===== src/rtl/keypad_scanner.sv =====
// 4x4 keypad front end: drives rows one-hot, synchronizes and samples the columns,
// and debounces whole-matrix scans into a single accepted one-hot {row,col} key code.
module keypad_scanner #(
  parameter int SETTLE_CYCLES  = 4,
  parameter int DEBOUNCE_SCANS = 3
) (
  input  logic       clk,
  input  logic       rst,
  input  logic [3:0] col_in,
  output logic [3:0] row_drive,
  output logic [7:0] key_code,
  output logic       key_valid,
  output logic       key_held
);

  localparam int CW = (SETTLE_CYCLES > 1) ? $clog2(SETTLE_CYCLES) : 1;
  localparam int DW = $clog2(DEBOUNCE_SCANS + 1);
  localparam logic [CW-1:0] SETTLE_LAST = CW'(SETTLE_CYCLES - 1);
  localparam logic [DW-1:0] DEB_TARGET  = DW'(DEBOUNCE_SCANS);

  typedef enum logic [1:0] {
    S_RELEASED = 2'd0,
    S_PEND     = 2'd1,
    S_PRESSED  = 2'd2,
    S_REL_PEND = 2'd3
  } state_t;

  function automatic logic is_onehot16(input logic [15:0] v);
    return (v != 16'd0) && ((v & (v - 16'd1)) == 16'd0);
  endfunction

  logic [3:0]    r_col_meta;
  logic [3:0]    r_col_s;
  logic [CW-1:0] r_settle;
  logic [1:0]    r_row_idx;
  logic [3:0]    r_row_drive;
  logic [15:0]   r_samp;
  state_t        r_state;
  logic [DW-1:0] r_cnt;
  logic [7:0]    r_cand;
  logic [7:0]    r_key_code;
  logic          r_key_valid;
  logic          r_key_held;

  logic          w_sample;
  logic          w_scan_done;
  logic [15:0]   w_scan;
  logic          w_scan_none;
  logic          w_scan_single;
  logic [7:0]    w_scan_code;
  logic [DW-1:0] w_cnt_inc;
  state_t        w_state_next;
  logic [DW-1:0] w_cnt_next;
  logic [7:0]    w_cand_next;
  logic          w_accept;
  logic          w_held_next;

  always_ff @(posedge clk or posedge rst) begin
    if (rst) begin
      r_col_meta <= 4'd0;
      r_col_s    <= 4'd0;
    end else begin
      r_col_meta <= col_in;
      r_col_s    <= r_col_meta;
    end
  end

  assign w_sample    = (r_settle == SETTLE_LAST);
  assign w_scan_done = w_sample && (r_row_idx == 2'd3);

  // Row samples are packed row 0 in the top nibble so the scan lines up with the code layout.
  always_ff @(posedge clk or posedge rst) begin
    if (rst) begin
      r_settle    <= CW'(0);
      r_row_idx   <= 2'd0;
      r_row_drive <= 4'b1000;
      r_samp      <= 16'd0;
    end else if (w_sample) begin
      r_settle    <= CW'(0);
      r_row_idx   <= r_row_idx + 2'd1;
      r_row_drive <= {r_row_drive[0], r_row_drive[3:1]};
      r_samp[{~r_row_idx, 2'b00} +: 4] <= r_col_s;
    end else begin
      r_settle    <= r_settle + CW'(1);
    end
  end

  assign w_scan        = {r_samp[15:4], r_col_s};
  assign w_scan_none   = (w_scan == 16'd0);
  assign w_scan_single = is_onehot16(w_scan);
  assign w_scan_code   = {|w_scan[15:12], |w_scan[11:8], |w_scan[7:4], |w_scan[3:0],
                          w_scan[15:12] | w_scan[11:8] | w_scan[7:4] | w_scan[3:0]};
  assign w_cnt_inc     = r_cnt + DW'(1);

  always_ff @(posedge clk or posedge rst) begin
    if (rst) begin
      r_state <= S_RELEASED;
      r_cnt   <= DW'(0);
      r_cand  <= 8'd0;
    end else begin
      r_state <= w_state_next;
      r_cnt   <= w_cnt_next;
      r_cand  <= w_cand_next;
    end
  end

  always_comb begin
    w_state_next = r_state;
    w_cnt_next   = r_cnt;
    w_cand_next  = r_cand;
    if (w_scan_done) begin
      case (r_state)
        S_RELEASED: begin
          if (w_scan_single) begin
            w_cand_next  = w_scan_code;
            w_cnt_next   = DW'(1);
            w_state_next = (DEBOUNCE_SCANS == 1) ? S_PRESSED : S_PEND;
          end else begin
            w_state_next = S_RELEASED;
          end
        end
        S_PEND: begin
          if (w_scan_single && (w_scan_code == r_cand)) begin
            w_cnt_next   = w_cnt_inc;
            w_state_next = (w_cnt_inc == DEB_TARGET) ? S_PRESSED : S_PEND;
          end else if (w_scan_single) begin
            w_cand_next  = w_scan_code;
            w_cnt_next   = DW'(1);
            w_state_next = S_PEND;
          end else begin
            w_cnt_next   = DW'(0);
            w_state_next = S_RELEASED;
          end
        end
        // Any activity while pressed keeps the key; a new key needs a full release first.
        S_PRESSED: begin
          if (w_scan_none) begin
            w_cnt_next   = DW'(1);
            w_state_next = (DEBOUNCE_SCANS == 1) ? S_RELEASED : S_REL_PEND;
          end else begin
            w_state_next = S_PRESSED;
          end
        end
        S_REL_PEND: begin
          if (w_scan_none) begin
            w_cnt_next   = w_cnt_inc;
            w_state_next = (w_cnt_inc == DEB_TARGET) ? S_RELEASED : S_REL_PEND;
          end else begin
            w_state_next = S_PRESSED;
          end
        end
        default: begin
          w_cnt_next   = DW'(0);
          w_state_next = S_RELEASED;
        end
      endcase
    end else begin
      w_state_next = r_state;
    end
  end

  always_comb begin
    w_accept    = 1'b0;
    w_held_next = (w_state_next == S_PRESSED) || (w_state_next == S_REL_PEND);
    if (w_scan_done && (w_state_next == S_PRESSED) &&
        ((r_state == S_RELEASED) || (r_state == S_PEND))) begin
      w_accept = 1'b1;
    end else begin
      w_accept = 1'b0;
    end
  end

  always_ff @(posedge clk or posedge rst) begin
    if (rst) begin
      r_key_code  <= 8'd0;
      r_key_valid <= 1'b0;
      r_key_held  <= 1'b0;
    end else begin
      r_key_valid <= w_accept;
      r_key_held  <= w_held_next;
      if (w_accept) begin
        r_key_code <= w_cand_next;
      end
    end
  end

  assign row_drive = r_row_drive;
  assign key_code  = r_key_code;
  assign key_valid = r_key_valid;
  assign key_held  = r_key_held;

endmodule

===== config.mk =====
export PLATFORM = sky130hd
export DESIGN_NAME = keypad_scanner
export DESIGN_NICKNAME = d
export VERILOG_FILES = /design/src/rtl/keypad_scanner.sv
export SDC_FILE = /design/constraint.sdc
export NUM_CORES = 1
export LEC_CHECK = 0
export ABC_AREA = 1
export CAP_MARGIN = 20
export CORE_UTILIZATION = 53
export CTS_CLUSTER_DIAMETER = 40
export DETAILED_ROUTE_END_ITERATION = 10
export PLACE_DENSITY = 0.74
export SLEW_MARGIN = 20
export SYNTH_ARGS = -nofsm -noshare
export SYNTH_HDL_FRONTEND = slang
export SYNTH_SLANG_ARGS = --single-unit

===== constraint.sdc =====
create_clock -name clk -period 2.02 [get_ports clk]
set_input_delay 0.404 -clock clk [delete_from_list [all_inputs] [get_ports clk]]
set_output_delay 0.404 -clock clk [all_outputs]
set_load 0.01 [all_outputs]

# Word level (Yosys, flattened, before mapping)
# Cells that the tools add are included.
[classes]
add_sub_neg = 5
n_eq_ne = 12
shift = 2
muxes = 20
bitwise = 5
reduce_logical = 16
[ops]
columns = ["op", "count"]
rows = [
  ["16-bit zero test", 2],
  ["8-bit two-way mux", 3],
  ["2-bit two-way mux", 10],
  ["16-bit bitwise AND", 1],
  ["16-bit bitwise mux", 1],
  ["2-bit one-hot mux with 4 select lines", 2],
  ["8-bit one-hot mux with 2 select lines", 1],
  ["16-bit nonzero test", 1],
  ["4-bit OR reduction", 4],
  ["4-bit by 6-bit variable shift with 16-bit output (first input constant)", 1],
  ["4-bit by 6-bit variable part select with 16-bit output", 1],
  ["16-bit by 1-bit subtractor with 16-bit output (second input constant)", 1],
  ["2-bit == test (second input constant)", 7],
  ["4-bit bitwise OR", 3],
  ["8-bit == test", 1],
  ["2-bit by 1-bit adder with 2-bit output (second input constant)", 3],
  ["2-bit inequality test (second input constant)", 3],
  ["4-bit negation with 6-bit output", 1],
  ["1-bit logical AND", 5],
  ["4-bit AND reduction", 1],
  ["1-bit two-way mux", 3],
  ["2-bit by 1-bit == test with 1-bit output (second input constant)", 1],
  ["2-bit zero test", 1],
  ["1-bit logical OR", 2],
  ["2-bit NOT", 1],
]
[totals]
reg_bits = 54
input_bits = 6
out_inout_bits = 14
wordCells = 72

# Logic depth before layout (Yosys ltp)
[depth]
word_depth = 12
depth_mapped = 17
mapped_depth_nobuf = 16

# Least setup slack after synthesis
# Ideal clock, no wire load.
[synth_path]
kind = "reg-to-reg"
startpoint = "register r_col_s[3]"
endpoint = "register r_key_code[0] (netlist: key_code[0])"
setup_ps = 65
arrival_ps = 1880
required_ps = 1955
path_slack_ps = 76
path_stages_with_launch = 15
n_path_buf = 1
synth_period_minus_slack_ps = 1944
cell_sequence = "dfrtp_1 -> buf_6 -> nor2_4 -> nand2_4 -> o21ai_1 -> nand3_2 -> nor2_8 -> nand3_4 -> nor2_8 -> nand3_2 -> nand2_2 -> nand2_4 -> clkinv_4 -> nand2_1 -> nand2_1"
[synth_between]
elab_chain_cells = 12
word_cells_on_any_way = 24
classes_between = "1 x add/sub; 2 x eq/ne; 11 x mux; 2 x bitwise; 8 x reduce/logical"
[synth_lines]
columns = ["item", "line_no", "text"]
rows = [
  ["start, declared", "33", "logic [3:0] r_col_s;"],
  ["start signal, assigned", "64", "r_col_s <= r_col_meta;"],
  ["16-bit by 1-bit subtractor with 16-bit output", "29", "return (v != 16'd0) && ((v & (v - 16'd1)) == 16'd0);"],
  ["16-bit bitwise AND", "29", ""],
  ["16-bit zero test", "29", ""],
  ["1-bit logical AND", "29", ""],
  ["1-bit two-way mux / 1-bit logical AND (equally long branches)", "114, 126, 123", ""],
  ["2-bit two-way mux", "123", "if (w_scan_single && (w_scan_code == r_cand)) begin"],
  ["2-bit one-hot mux with 4 select lines *", "112", "case (r_state)"],
  ["2-bit two-way mux *", "111", "if (w_scan_done) begin"],
  ["2-bit == test *", "165", "if (w_scan_done && (w_state_next == S_PRESSED) &&"],
  ["1-bit logical AND * (2 in a row)", "165", ""],
  ["1-bit two-way mux *", "165", ""],
  ["via w_accept", "55", "logic w_accept;"],
  ["end signal, assigned", "182", "r_key_code <= w_cand_next;"],
  ["end, declared", "41", "logic [7:0] r_key_code;"],
]
# Mark *: on every way through the listed nets, which the timed path passes. The rest lies on a longest branch.
# A chain may end at the register's enable or synchronous reset.

# Worst setup path in the final report
[layout_path]
startpoint = "register r_col_s[0]"
endpoint = "register r_key_code[2] (netlist: key_code[2])"
[layout_between]
word_cells_on_any_way = 24
classes_between = "1 x add/sub; 2 x eq/ne; 11 x mux; 2 x bitwise; 8 x reduce/logical"
[layout_rtl]
columns = ["item", "line_no", "text"]
rows = [
  ["16-bit by 1-bit subtractor with 16-bit output", "29", ""],
  ["16-bit bitwise AND", "29", ""],
  ["16-bit zero test", "29", ""],
  ["1-bit logical AND", "29", ""],
  ["8-bit two-way mux / 1-bit logical AND (equally long branches)", "114, 126, 123", ""],
  ["8-bit two-way mux", "123", ""],
  ["8-bit one-hot mux with 2 select lines *", "112", ""],
  ["8-bit two-way mux *", "111", ""],
  ["via w_cand_next[2]", "54", "logic [7:0] w_cand_next;"],
]
# Marks and branches as above.

==> metrics.md <==
| Metric | Value |
|---|---|
| Status | finished, violations left |
| Failing checks | setup timing |
| Clock transition at the registers of the reported paths | 0.10 ns |
| DR vias/cell | 5.48 |
| Routed Antenna Nets | 0 |
| Leakage | 2.03 nW |
| Syn nets | 417 |
| Synth warnings | 0 |
| Clk buf depth | 2 |
| Synth Flop Type | dfrtp_1 |
| Cell variety after synth | 29 |
| Post-Place Worst Slack | -0.149 ns |
| Gate Count Post-Synth | 405 |
| Number of CTS-inserted buffers | 5 |
| Commonest non-fill, non-tap cell in the layout | nand2_1 |
| CTS tree | done |
| GRT Total Usage | 27.3% |
| Critical path type | flop to flop |
| Worst Path Required | 2.27 ns |
| Vias in the first global route | 2776 |
| Clk sinks | 50 |
| Max-cap violations | 0 |
| Final Routed Wirelength | 8180 um |
| Largest net degree at the start of global routing | 29 |
| Hold_ws | 0.352 ns |
| Unrepaired setup endpoints after global routing | true |
| Most frequent cells in the layout | nand2_1, inv_1, buf_4, dfrtp_1, nor2_1 |
| I/O Buffers | 19 |
| Antenna cells | 0 |
| GPL Wtd Cong | 0.922 |
| FF-to-FF setup slack | -0.25 ns |
| PwrDens | 468 nW/um2 |
| Fin nets | 494 |
| Root buffer cell | clkbuf_8 |
| Post-synth top area cell | dfrtp_1 |
| Initial antenna violation count | 0 |
| Core Region | 5270 um2 |
| First-pass GRT wire length | 12600 um |
| WL/cell | 14.8 um |
| Vias | 3032 |
| Top area cells in the synthesized netlist | dfrtp_1, nand2_1, inv_1 |
| Share of the synthesized area in the top cell type | 41.1% |
| Peak supply drop | 0.000558 V |
| Die ar. | 5930 um2 |
| Crit start category | flop |
| Worst-case headroom to the max-slew limit | 63.0% |
| CP Capture Type | flop |
| Gr ovfl total | 0 |
| Clock latency on the worst-skew pair | 0.31 ns |
| Fraction of layout cells with a size suffix above 1 | 28.8% |
| Die Ht | 77.0 um |
| DP Area | 3510 um2 |
| DRC | 0 |
| Synth-to-layout area growth | 33.9% |
| Yosys reg bits | 50 |
| Std cell rows | 26 |
| Setup slack after layout | -0.252 ns |
| Clock Skews | 0.00997 ns |
| Slew at the pin closest to its max-slew limit | 0.554 ns |
| Die Width | 77.0 um |
| Worst EP arrival | 2.52 ns |
| H-tree depth | 2 |
| Final Cycle Share | 112% |
| Cell Area, Synth | 2980 um2 |
| Post-DP HPWL | 5440 um |
| Hold/Removal Path Class | flop to flop |
| Min Clock Period, post-route | 2.27 ns |
| Final setup viols | 22 |
| Starting DRC count in detailed routing | 237 |
| Starting Density | 56.6% |
| Hold Fails Final Rpt | 0 |
| Fin. max-slew vios | 0 |
| Syn_area_per_cell | 7.36 um2 |
| Fin area | 3990 um2 |
| FFs w/ async S/R, synth | 100% |
| Sequential area share after synthesis | 42.0% |
| Crit Path Max Fanout | 7 |
| EDFF count, synth | 0 |
| FMAX | 440 MHz |
| Setup TNS | -3.55 ns |
| Io pins | 20 |
| Drt pass-1 iters | 5 |
sequential cells by signal (all words and copies together), names as in the netlist, 4 cells and up:
register and count:
r_samp 12, key_code 8, r_cand 8, r_col_meta 4
r_col_s 4, row_drive 4
area by class of cell:
cell class                 instances  area, um2
clock buffer                       5       68.8
sequential                        50       1260
fill                             399       1280
multi-input combinational        301       1720
inverter                          52        203
tap                               70       87.6
timing repair buffer              71        621
clock inverter                     3       25.0
timing repair inverter             1       6.26
per-layer routing:
metal | global-route usage, % | up-vias | routed length (um)
met5 | 0 | - | 0
met4 | 7.55 | 0 | 151
met3 | 3.81 | 19 | 444
met2 | 44.8 | 126 | 3950
met1 | 37.8 | 1442 | 3640
li1 | - | 1445 | -
power by group:
group          internal, W  switching, W  total, W  leakage, nW
combinational    0.0000914      0.000114  0.000205         1.34
clock             0.000251      0.000364  0.000615       0.0447
sequential         0.00102     0.0000275   0.00105        0.641
through the flow:
stage / total power (W) / std cells / util [%]
3_3_place_gp: 0.00124 / 525 / 66.6
2_1_floorplan: 0.00116 / 405 / -
5_1_grt: 0.00194 / 553 / 75.7
6_report: 0.00187 / 553 / 75.7
3_5_place_dp: 0.00124 / 525 / 66.6
4_1_cts: 0.00186 / 549 / 71.8
worst max-delay path, cell delays in order (launching register included):
cell and delay [ns]:
dfrtp_2 0.45, nor2_4 0.21, buf_4 0.16, nand3_4 0.09, o21ai_2 0.20, nand2_4 0.09, nor2_8 0.10, nand3_4 0.18
buf_12 0.20, nand2_4 0.06, nand2_2 0.06, a21oi_2 0.14, nand2_1 0.07, nand2_2 0.08, nand2_2 0.05, nand2_1 0.06
timing repair:
action	CTS	global route
hold buffers	0	0
resized for setup	15	55
buffers inserted	13	4
pin swaps	5	29
cloned	3	0
setup endpoints to repair	20	22
synthesized netlist by cell type, types with 2 or more instances:
master / number
nand2_1: 148
inv_1: 50
dfrtp_1: 49
nor2_1: 34
nand3_1: 26
a21oi_1: 14
o21ai_0: 12
o22ai_1: 12
nand4_1: 11
ha_1: 6
nand2_2: 6
nand2_4: 5
nor2_2: 5
xor2_1: 5
nor2_4: 3
nor2_8: 3
clkbuf_1: 2
nand3_2: 2
o21ai_2: 2
logic make-up after synthesis:
kind of cell             count (synthesis)  share of synthesized area (%)
buffers and inverters                   56                           7.51
XOR/XNOR                                 5                           1.47
AO/OA/AOI/OAI                           42                           7.89
flip-flops                              50                           42.0
AND/OR/NAND/NOR                        246                           38.6
adder cells (fa/ha/maj)                  6                           2.52
final timing paths:
check / from / end / cells after the start
setup reg to reg: r_col_s[0] / key_code[2] / 15
setup / recovery: r_col_s[0] / key_code[2] / 15
hold / removal: r_col_meta[3] / r_col_s[3] / 0
hold reg to reg: r_col_meta[3] / r_col_s[3] / 0
min in group asynchronous: rst / key_code[5] / 3
max in group asynchronous: rst / row_drive[3] / 3
Note: power is estimated with default switching activity, not from simulation.
